[src/rtl/mv_pkg.sv]
// Shared definitions for the motion-vector reference fetch block:
// MV field positions, fractional phase width and fetch FSM encoding.
package mv_pkg;

  localparam int MV_H_MSB = 7;
  localparam int MV_H_LSB = 4;
  localparam int MV_V_MSB = 3;
  localparam int MV_V_LSB = 0;
  localparam int MV_C_W   = MV_H_MSB - MV_H_LSB + 1;
  localparam int FRAC_W   = 2;

  typedef enum logic [1:0] {
    S_IDLE  = 2'd0,
    S_SETUP = 2'd1,
    S_FETCH = 2'd2,
    S_DONE  = 2'd3
  } fetch_state_t;

endpackage

[src/rtl/mv_coord_clamp.sv]
// Clamps a signed coordinate into [0, LIMIT]; out-of-frame reads replicate
// the nearest edge pixel.
module mv_coord_clamp #(
  parameter int IN_W  = 9,
  parameter int OUT_W = 6,
  parameter int LIMIT = 63
) (
  input  logic signed [IN_W-1:0]  coord,
  output logic        [OUT_W-1:0] clamped
);

  localparam logic signed [IN_W-1:0] LIM_S = IN_W'(LIMIT);

  // Saturate below zero and above the frame edge, pass through otherwise.
  always_comb begin
    if (coord < 0) begin
      clamped = '0;
    end else if (coord > LIM_S) begin
      clamped = OUT_W'(LIMIT);
    end else begin
      clamped = coord[OUT_W-1:0];
    end
  end

endmodule

[src/rtl/mv_ref_fetch_gen.sv]
// Reference window address generator for quarter-pel motion compensation.
// Splits the packed MV into integer offset and fractional phase, then walks
// the (BLK_W+TAPS-1) x (BLK_H+TAPS-1) filter window issuing one clamped
// pixel address per accepted transfer.
// Optional build macro MV_FRAC_SKIP_EN: drop filter padding in any dimension
// whose fractional phase is zero.
module mv_ref_fetch_gen
  import mv_pkg::*;
#(
  parameter int BLK_W   = 8,
  parameter int BLK_H   = 8,
  parameter int TAPS    = 8,
  parameter int FRAME_W = 64,
  parameter int FRAME_H = 64,
  parameter int ADDR_W  = 12
) (
  input  logic                       CLK,
  input  logic                       RST_SYNC,
  input  logic                       START,
  input  logic [7:0]                 MV_IN,
  input  logic [$clog2(FRAME_W)-1:0] BLK_X,
  input  logic [$clog2(FRAME_H)-1:0] BLK_Y,
  input  logic                       RD_READY,
  output logic                       RD_VALID,
  output logic [ADDR_W-1:0]          RD_ADDR,
  output logic                       RD_ROW_LAST,
  output logic [FRAC_W-1:0]          FRAC_H,
  output logic [FRAC_W-1:0]          FRAC_V,
  output logic                       BUSY,
  output logic                       DONE
);

  localparam int XW    = $clog2(FRAME_W);
  localparam int YW    = $clog2(FRAME_H);
  localparam int CXW   = XW + 3;
  localparam int CYW   = YW + 3;
  localparam int WIN_W = BLK_W + TAPS - 1;
  localparam int WIN_H = BLK_H + TAPS - 1;
  localparam int CNT_W = $clog2(((WIN_W > WIN_H) ? WIN_W : WIN_H) + 1);
  localparam int PAD   = TAPS / 2 - 1;

  fetch_state_t             state;
  logic signed [MV_C_W-1:0] mvx_r, mvy_r;
  logic [XW-1:0]            bx_r;
  logic [YW-1:0]            by_r;
  logic signed [CXW-1:0]    x0;
  logic signed [CYW-1:0]    y0;
  logic [CNT_W-1:0]         col, row, w_last, h_last;

  logic signed [CXW-1:0]    mvx_ext, int_x, bx_ext, x0_nxt;
  logic signed [CYW-1:0]    mvy_ext, int_y, by_ext, y0_nxt;
  logic [CNT_W-1:0]         w_last_nxt, h_last_nxt;

  logic signed [CXW-1:0]    x_cur;
  logic signed [CYW-1:0]    y_cur;
  logic [XW-1:0]            x_cl;
  logic [YW-1:0]            y_cl;

  // Window origin and extent derived from the latched MV and block origin.
  always_comb begin
    mvx_ext    = {{(CXW-MV_C_W){mvx_r[MV_C_W-1]}}, mvx_r};
    mvy_ext    = {{(CYW-MV_C_W){mvy_r[MV_C_W-1]}}, mvy_r};
    int_x      = mvx_ext >>> 2;
    int_y      = mvy_ext >>> 2;
    bx_ext     = {3'b000, bx_r};
    by_ext     = {3'b000, by_r};
    x0_nxt     = bx_ext + int_x - CXW'(PAD);
    y0_nxt     = by_ext + int_y - CYW'(PAD);
    w_last_nxt = CNT_W'(WIN_W - 1);
    h_last_nxt = CNT_W'(WIN_H - 1);
`ifdef MV_FRAC_SKIP_EN
    if (mvx_r[FRAC_W-1:0] == '0) begin
      x0_nxt     = bx_ext + int_x;
      w_last_nxt = CNT_W'(BLK_W - 1);
    end
    if (mvy_r[FRAC_W-1:0] == '0) begin
      y0_nxt     = by_ext + int_y;
      h_last_nxt = CNT_W'(BLK_H - 1);
    end
`endif
  end

  assign x_cur = x0 + $signed(CXW'(col));
  assign y_cur = y0 + $signed(CYW'(row));

  mv_coord_clamp #(.IN_W(CXW), .OUT_W(XW), .LIMIT(FRAME_W - 1)) u_clamp_x (
    .coord   (x_cur),
    .clamped (x_cl)
  );

  mv_coord_clamp #(.IN_W(CYW), .OUT_W(YW), .LIMIT(FRAME_H - 1)) u_clamp_y (
    .coord   (y_cur),
    .clamped (y_cl)
  );

  // Power-of-two frame width turns y*FRAME_W + x into a concatenation.
  assign RD_ADDR     = ADDR_W'({y_cl, x_cl});
  assign RD_ROW_LAST = RD_VALID & (col == w_last);

  // Fetch sequencer: latch request, compute window, walk it, pulse DONE.
  always_ff @(posedge CLK) begin
    if (RST_SYNC) begin
      state    <= S_IDLE;
      RD_VALID <= 1'b0;
      BUSY     <= 1'b0;
      DONE     <= 1'b0;
      FRAC_H   <= '0;
      FRAC_V   <= '0;
      x0       <= '0;
      y0       <= '0;
      col      <= '0;
      row      <= '0;
      w_last   <= '0;
      h_last   <= '0;
    end else begin
      case (state)
        S_IDLE: begin
          DONE <= 1'b0;
          if (START) begin
            mvx_r <= MV_IN[MV_H_MSB:MV_H_LSB];
            mvy_r <= MV_IN[MV_V_MSB:MV_V_LSB];
            bx_r  <= BLK_X;
            by_r  <= BLK_Y;
            BUSY  <= 1'b1;
            state <= S_SETUP;
          end
        end
        S_SETUP: begin
          x0       <= x0_nxt;
          y0       <= y0_nxt;
          w_last   <= w_last_nxt;
          h_last   <= h_last_nxt;
          FRAC_H   <= mvx_r[FRAC_W-1:0];
          FRAC_V   <= mvy_r[FRAC_W-1:0];
          col      <= '0;
          row      <= '0;
          RD_VALID <= 1'b1;
          state    <= S_FETCH;
        end
        S_FETCH: begin
          if (RD_READY) begin
            if (col == w_last) begin
              col <= '0;
              if (row == h_last) begin
                row      <= '0;
                RD_VALID <= 1'b0;
                BUSY     <= 1'b0;
                DONE     <= 1'b1;
                state    <= S_DONE;
              end else begin
                row <= row + 1'b1;
              end
            end else begin
              col <= col + 1'b1;
            end
          end
        end
        S_DONE: begin
          DONE  <= 1'b0;
          state <= S_IDLE;
        end
        default: state <= S_IDLE;
      endcase
    end
  end

endmodule

[config.mk]
export PLATFORM = sky130hd
export DESIGN_NAME = mv_ref_fetch_gen
export DESIGN_NICKNAME = d
export VERILOG_FILES = /design/src/rtl/mv_pkg.sv /design/src/rtl/mv_coord_clamp.sv /design/src/rtl/mv_ref_fetch_gen.sv
export SDC_FILE = /design/constraint.sdc
export NUM_CORES = 1
export LEC_CHECK = 0
export CAP_MARGIN = 0
export CORE_MARGIN = 2
export CORE_UTILIZATION = 50
export CTS_CLUSTER_DIAMETER = 150
export DETAILED_ROUTE_END_ITERATION = 16
export HOLD_SLACK_MARGIN = 0.12
export PLACE_DENSITY_LB_ADDON = 0.08
export SLEW_MARGIN = 30
export SYNTH_ARGS = -nofsm -noshare
export SYNTH_HDL_FRONTEND = slang
export SYNTH_SLANG_ARGS = --single-unit
[constraint.sdc]
create_clock -name CLK -period 6 [get_ports CLK]
set_input_delay 0.9 -clock CLK [delete_from_list [all_inputs] [get_ports CLK]]
set_output_delay 0.9 -clock CLK [all_outputs]
set_load 0.01 [all_outputs]
== Word-level counts from Yosys, hierarchy flattened ==
Cells that the tools add are included.

* $add $sub $neg: 8
* Magnitude comparators: 4
* Equal/unequal tests: 9
* Mux-type cells: 26
* Bitwise operators: 2
* Reductions and logical operators: 12

{| class="wikitable"
|+ Operators by type and width
! operator !! count
|-
| $mux W6 || 4
|-
| $mux W4 || 5
|-
| $add A9 B5 Y9 || 2
|-
| $gt A9 B7 Y1 const B || 2
|-
| $lt A9 B1 Y1 const B || 2
|-
| $sub A8 B3 Y9 const B || 2
|-
| $add A7 B2 Y8 || 2
|-
| $pmux W4 S2 || 2
|-
| $reduce_and A4 Y1 || 3
|-
| $add A4 B1 Y4 const B || 2
|-
| $eq A4 B4 Y1 || 2
|-
| $mux W2 || 4
|-
| $ne A2 B2 Y1 const B || 4
|-
| $pmux W2 S4 || 1
|-
| $mux W1 || 7
|-
| $pmux W1 S2 || 3
|-
| $reduce_and A3 Y1 || 2
|-
| $reduce_bool A2 Y1 || 3
|-
| $reduce_and A5 Y1 || 1
|-
| $eq A2 B2 Y1 const B || 2
|-
| $eq A2 B1 Y1 const B || 1
|-
| $logic_not A2 Y1 || 1
|-
| $reduce_and A2 Y1 || 1
|-
| $reduce_or A2 Y1 || 1
|-
| other kinds (2) || 2
|}

* Flip-flop bits (word level): 56
* Input bits: 24
* Output and inout port bits: 20
* Logic and storage cells: 76

== Longest topological paths before layout ==
* Word-level depth: 5
* Mapped depth: 9
* Depth with buffers taken out: 9

== By module ==
Synthesis repeated with hierarchy kept, for this count alone.

* Cells, all modules: 339
* Area total of the unflattened synthesis: 3316.9 sq um

{| class="wikitable"
|+ By module, submodules not included
! module !! times used !! cells an instance !! area each (sq um) !! seq. area each (sq um)
|-
| mv_ref_fetch_gen || 1 || 315 || 3211.8 || 1321.3
|-
| mv_coord_clamp || 2 || 12 || 52.6 || 0.0
|}

== Least setup slack after synthesis ==
No wires, ideal clock.

* Path type: reg2out
* From: register row[0]
* To: output RD_ADDR[10]
* Data arrival time: 2.267 ns
* Required time: 5.100 ns
* Path slack: 2.833 ns
* Cell stages (with the launch flop): 8
* Path buffers: 0
* Cell sequence: dfxtp_1 ha_1 inv_1 fa_1 nand2b_1 a2111oi_0 xor2_1 a41oi_1

* Cells in the longest elaborated chain, start to end: 4
* Elaborated cells on any way between the ends: 5
* Those cells by class: add/sub (1); order compare (2); mux (2)

{| class="wikitable"
|+ Ends and longest elaborated chain
! what !! RTL line !! source
|-
| start: declaration || mv_ref_fetch_gen.sv:48 || <nowiki>logic [CNT_W-1:0] col, row, w_last, h_last;</nowiki>
|-
| start signal: assignment || mv_ref_fetch_gen.sv:151 || <nowiki>row <= row + 1'b1;</nowiki>
|-
| $add A9 B5 Y9 * || mv_ref_fetch_gen.sv:84 || <nowiki>assign y_cur = y0 + $signed(CYW'(row));</nowiki>
|-
| $gt A9 B7 Y1 || mv_coord_clamp.sv:18 || <nowiki>end else if (coord > LIM_S) begin</nowiki>
|-
| $mux W6 || mv_coord_clamp.sv:18 ||
|-
| $mux W6 * || mv_coord_clamp.sv:16 || <nowiki>if (coord < 0) begin</nowiki>
|-
| end: declaration || mv_ref_fetch_gen.sv:25 || <nowiki>output logic [ADDR_W-1:0] RD_ADDR,</nowiki>
|}

Every way passes the cells marked *; elsewhere a longest branch is shown, timed or not.

== Worst setup path after layout ==
* From: register col[0]
* To: output RD_ADDR[2]

* Cells in the longest elaborated chain, start to end: 4
* Elaborated cells on any way between the ends: 5
* Those cells by class: add/sub (1); order compare (2); mux (2)

{| class="wikitable"
|+ Ends and longest elaborated chain
! what !! RTL line !! source
|-
| start: declaration || mv_ref_fetch_gen.sv:48 ||
|-
| start signal: assignment || mv_ref_fetch_gen.sv:154 || <nowiki>col <= col + 1'b1;</nowiki>
|-
| $add A9 B5 Y9 * || mv_ref_fetch_gen.sv:83 || <nowiki>assign x_cur = x0 + $signed(CXW'(col));</nowiki>
|-
| $gt A9 B7 Y1 || mv_coord_clamp.sv:18 ||
|-
| $mux W6 || mv_coord_clamp.sv:18 ||
|-
| $mux W6 * || mv_coord_clamp.sv:16 ||
|}

Marked as above.

==> results.yml <==
status:
  outcome: "finished, final reports clean"
detailed_routing:
  ant_nets: 0
  remaining_drc_errors: 0
  wl_met1_um: 3760
  wl_um: 7360
  routed.top_layer: "met4"
  viasPerCell: 5.55
  wire_per_inst_um: 13.8
  route.met2.wl_um: 3240
  via_count: 2971
  drt_iter0_drc: 193
  dr.pass1.iters: 4
  wl_met3_um: 297
setup_path:
  crit_required_ps: 5100
  start_kind: "flip-flop"
  crit_type: "reg2out"
  worstPathArrival_ps: 3310
  path_max_fanout: 9
  path_cells: "ha_1 > inv_1 > fa_1 > nand2b_1 > a2111oi_0 > xnor2_1 > a41oi_1 > clkdlybuf4s50_1"
  cp_slowest_stage_delay_ps: 570
  cp-end-kind: "output pin"
  worst_path_max_delay_cell: "clkdlybuf4s50_1"
timing:
  rsz0062_at_grt: "no"
  setup_violations: 0
  max_freq_mhz: 238
  setup_slack_ps: 1790
  skew_ps: 9.93
  slew_violations: 0
  period_minus_slack_ps: 4210
  hold_violations: 0
  tns_ps: 0
  timing.slew.headroom: 0.524
  fin_crit_sh: 0.701
  worst_pin_slew_ps: 700
die:
  ios: 44
  start_util: 0.512
  die_w_um: 90.0
  die_y_um: 90.0
  die_area_mm2: 0.00810
  fp-row-count: 31
  core_region_area_mm2: 0.00721
grt:
  grt_overflow: 0
  grt_pass1_vias: 2861
  grt_pass1_wl_um: 12900
  grt_max_degree: 34
  grt_use_total: 0.189
  antenna_found_initial: 0
final_layout:
  finalInstanceArea_mm2: 0.00432
  drive_gt1_frac: 0.0390
  final_cell_count_no_fill: 535
  fillers: 640
  syn_to_final_growth_pct: 16.8
  nets: 502
  final_util: 0.599
  antenna_cells: 0
clock_network:
  clk_latency_ps: 310
  htreeDepth: 2
  cts_tree: "done"
  cts_buffers: 5
  clk_pin_slew_ps: 100
  cts_setup_buffers: 0
  clk_path_buf_depth: 2
  cts_hold_buf: 0
  clock-sinks: 56
  root_buffer: "clkbuf_8"
  cts_resized: 0
power:
  power_density_mw_per_mm2: 378
  power.leakage_nw: 1.68
  ir_worst_vdd_uv: 164
run:
  drv_cap: 0
synthesis:
  synth.avg_cell_area_um2: 9.31
  synth_seq_cells: 56
  syn_nets: 464
  netlist_instances: 397
  syn-cell-area_mm2: 0.00370
  ys_types: 57
  synth-seq-area-share: 0.357
  synth_edf_count: 20
  yosys_warnings: 0
  ys_async_sr_fraction: 0
  synthFlopType: "dfxtp_1"
min_path:
  min_path_type: "reg2reg"
placement:
  dp_cells: 527
  place_ws_ps: 2120
  gp_congestion: 0.824
  place_area_mm2: 0.00421
  port_buffers: 43
  hpwl_um: 5580
## cell usage after synthesis, types with 5 or more instances
cell type   n  share of area
mux2i_1    13          0.035
fa_1        6          0.032
inv_1      47          0.048
a211oi_1    8          0.016
nand2_1    25          0.025
nand2b_1   10          0.017
a21o_1      8          0.016
xor2_1      5          0.012
nand4_1     6          0.010
edfxtp_1   20           0.16
a21oi_1    24          0.032
nor2_1     26          0.026
xnor2_1     9          0.021
clkbuf_1   11          0.011
a211o_1     7          0.017
nand3_1    13          0.018
dfxtp_1    36           0.19
ha_1       37           0.13
o21ai_0     9          0.012
a41oi_1    12          0.028
## cells by family after synthesis
logic type	count (synthesis)	synth area share
AOI/OAI and AO/OA	104	0.208
xor gates and xnor gates	14	0.0332
adders and majority gates	43	0.158
buffers and inverters	62	0.0650
DFF	56	0.357
muxes	14	0.0382
and+or+nand+nor	104	0.141
## cell usage in the layout (no fill, tap or decap), types with 3 or more instances in the layout
master / count
xnor2_1: 9
a41oi_1: 12
o21ai_0: 9
o211ai_1: 3
a211o_1: 7
mux2i_1: 12
nor4_1: 4
nand2b_1: 10
clkinv_1: 3
nor3_1: 3
a2111oi_0: 4
a21oi_1: 24
inv_1: 47
nor2_1: 26
nand3_1: 13
a31oi_1: 4
ha_1: 37
xor2_1: 5
clkbuf_8: 5
or3_1: 4
a21o_1: 8
dfxtp_1: 36
fa_1: 6
nand4_1: 6
nand2_1: 25
clkdlybuf4s50_1: 43
edfxtp_1: 20
o21a_1: 4
a211oi_1: 8
## power by group
group / internal [W] / switching, W
logic: 0.000394 / 0.000437
registers: 0.000479 / 0.0000817
clock network: 0.000122 / 0.000119
## layer usage
metal / vias to the layer above / global-route usage
met1: 1368 / 0.270
met2: 64 / 0.305
met3: 6 / 0.0285
met5: - / 0
met4: 0 / 0.0474
li1: 1533 / -
## worst paths after layout
kind,slack [ps],from,endpoint,cells past startpoint
max,1790,col[0],RD_ADDR[2],8
min,480,state[1],state[1],2
max reg2reg,3720,state[0],row[2],6
min reg2reg,480,state[1],state[1],2
## through the flow
step	power (W)	hold slack, ps
2_1_floorplan	0.00111	451
3_3_place_gp	0.00138	458
3_5_place_dp	0.00140	478
4_1_cts	0.00164	491
5_1_grt	0.00176	512
6_report	0.00163	484
## critical path: cells and delay by family (launching register included)
family / cells / cell delay, ps
flops: 1 / 480
buf+inv: 2 / 630
fa+ha+maj: 2 / 630
compound gates: 2 / 790
simple gates: 1 / 220
xor+xnor: 1 / 240
## state kept, by name (all words and copies together) (netlist names)
register and flops:
FRAC_H 2, by_r 6, h_last 1, x0 9, FRAC_V 2, col 4
mvy_r 4, bx_r 6, mvx_r 4, y0 9, row 4, DONE 1
RD_VALID 1, state 2, BUSY 1
## area by class of cell
type                       count  area (um2)  area share
tap                           99         124      0.0287
clock inverter                 3        37.5     0.00869
timing repair buffer          45         445       0.103
multi-input combinational    279        2140       0.496
inverter                      48         180      0.0417
clock buffer                   5        68.8      0.0159
sequential                    56        1320       0.306
Power figures use the tool's default switching activity.
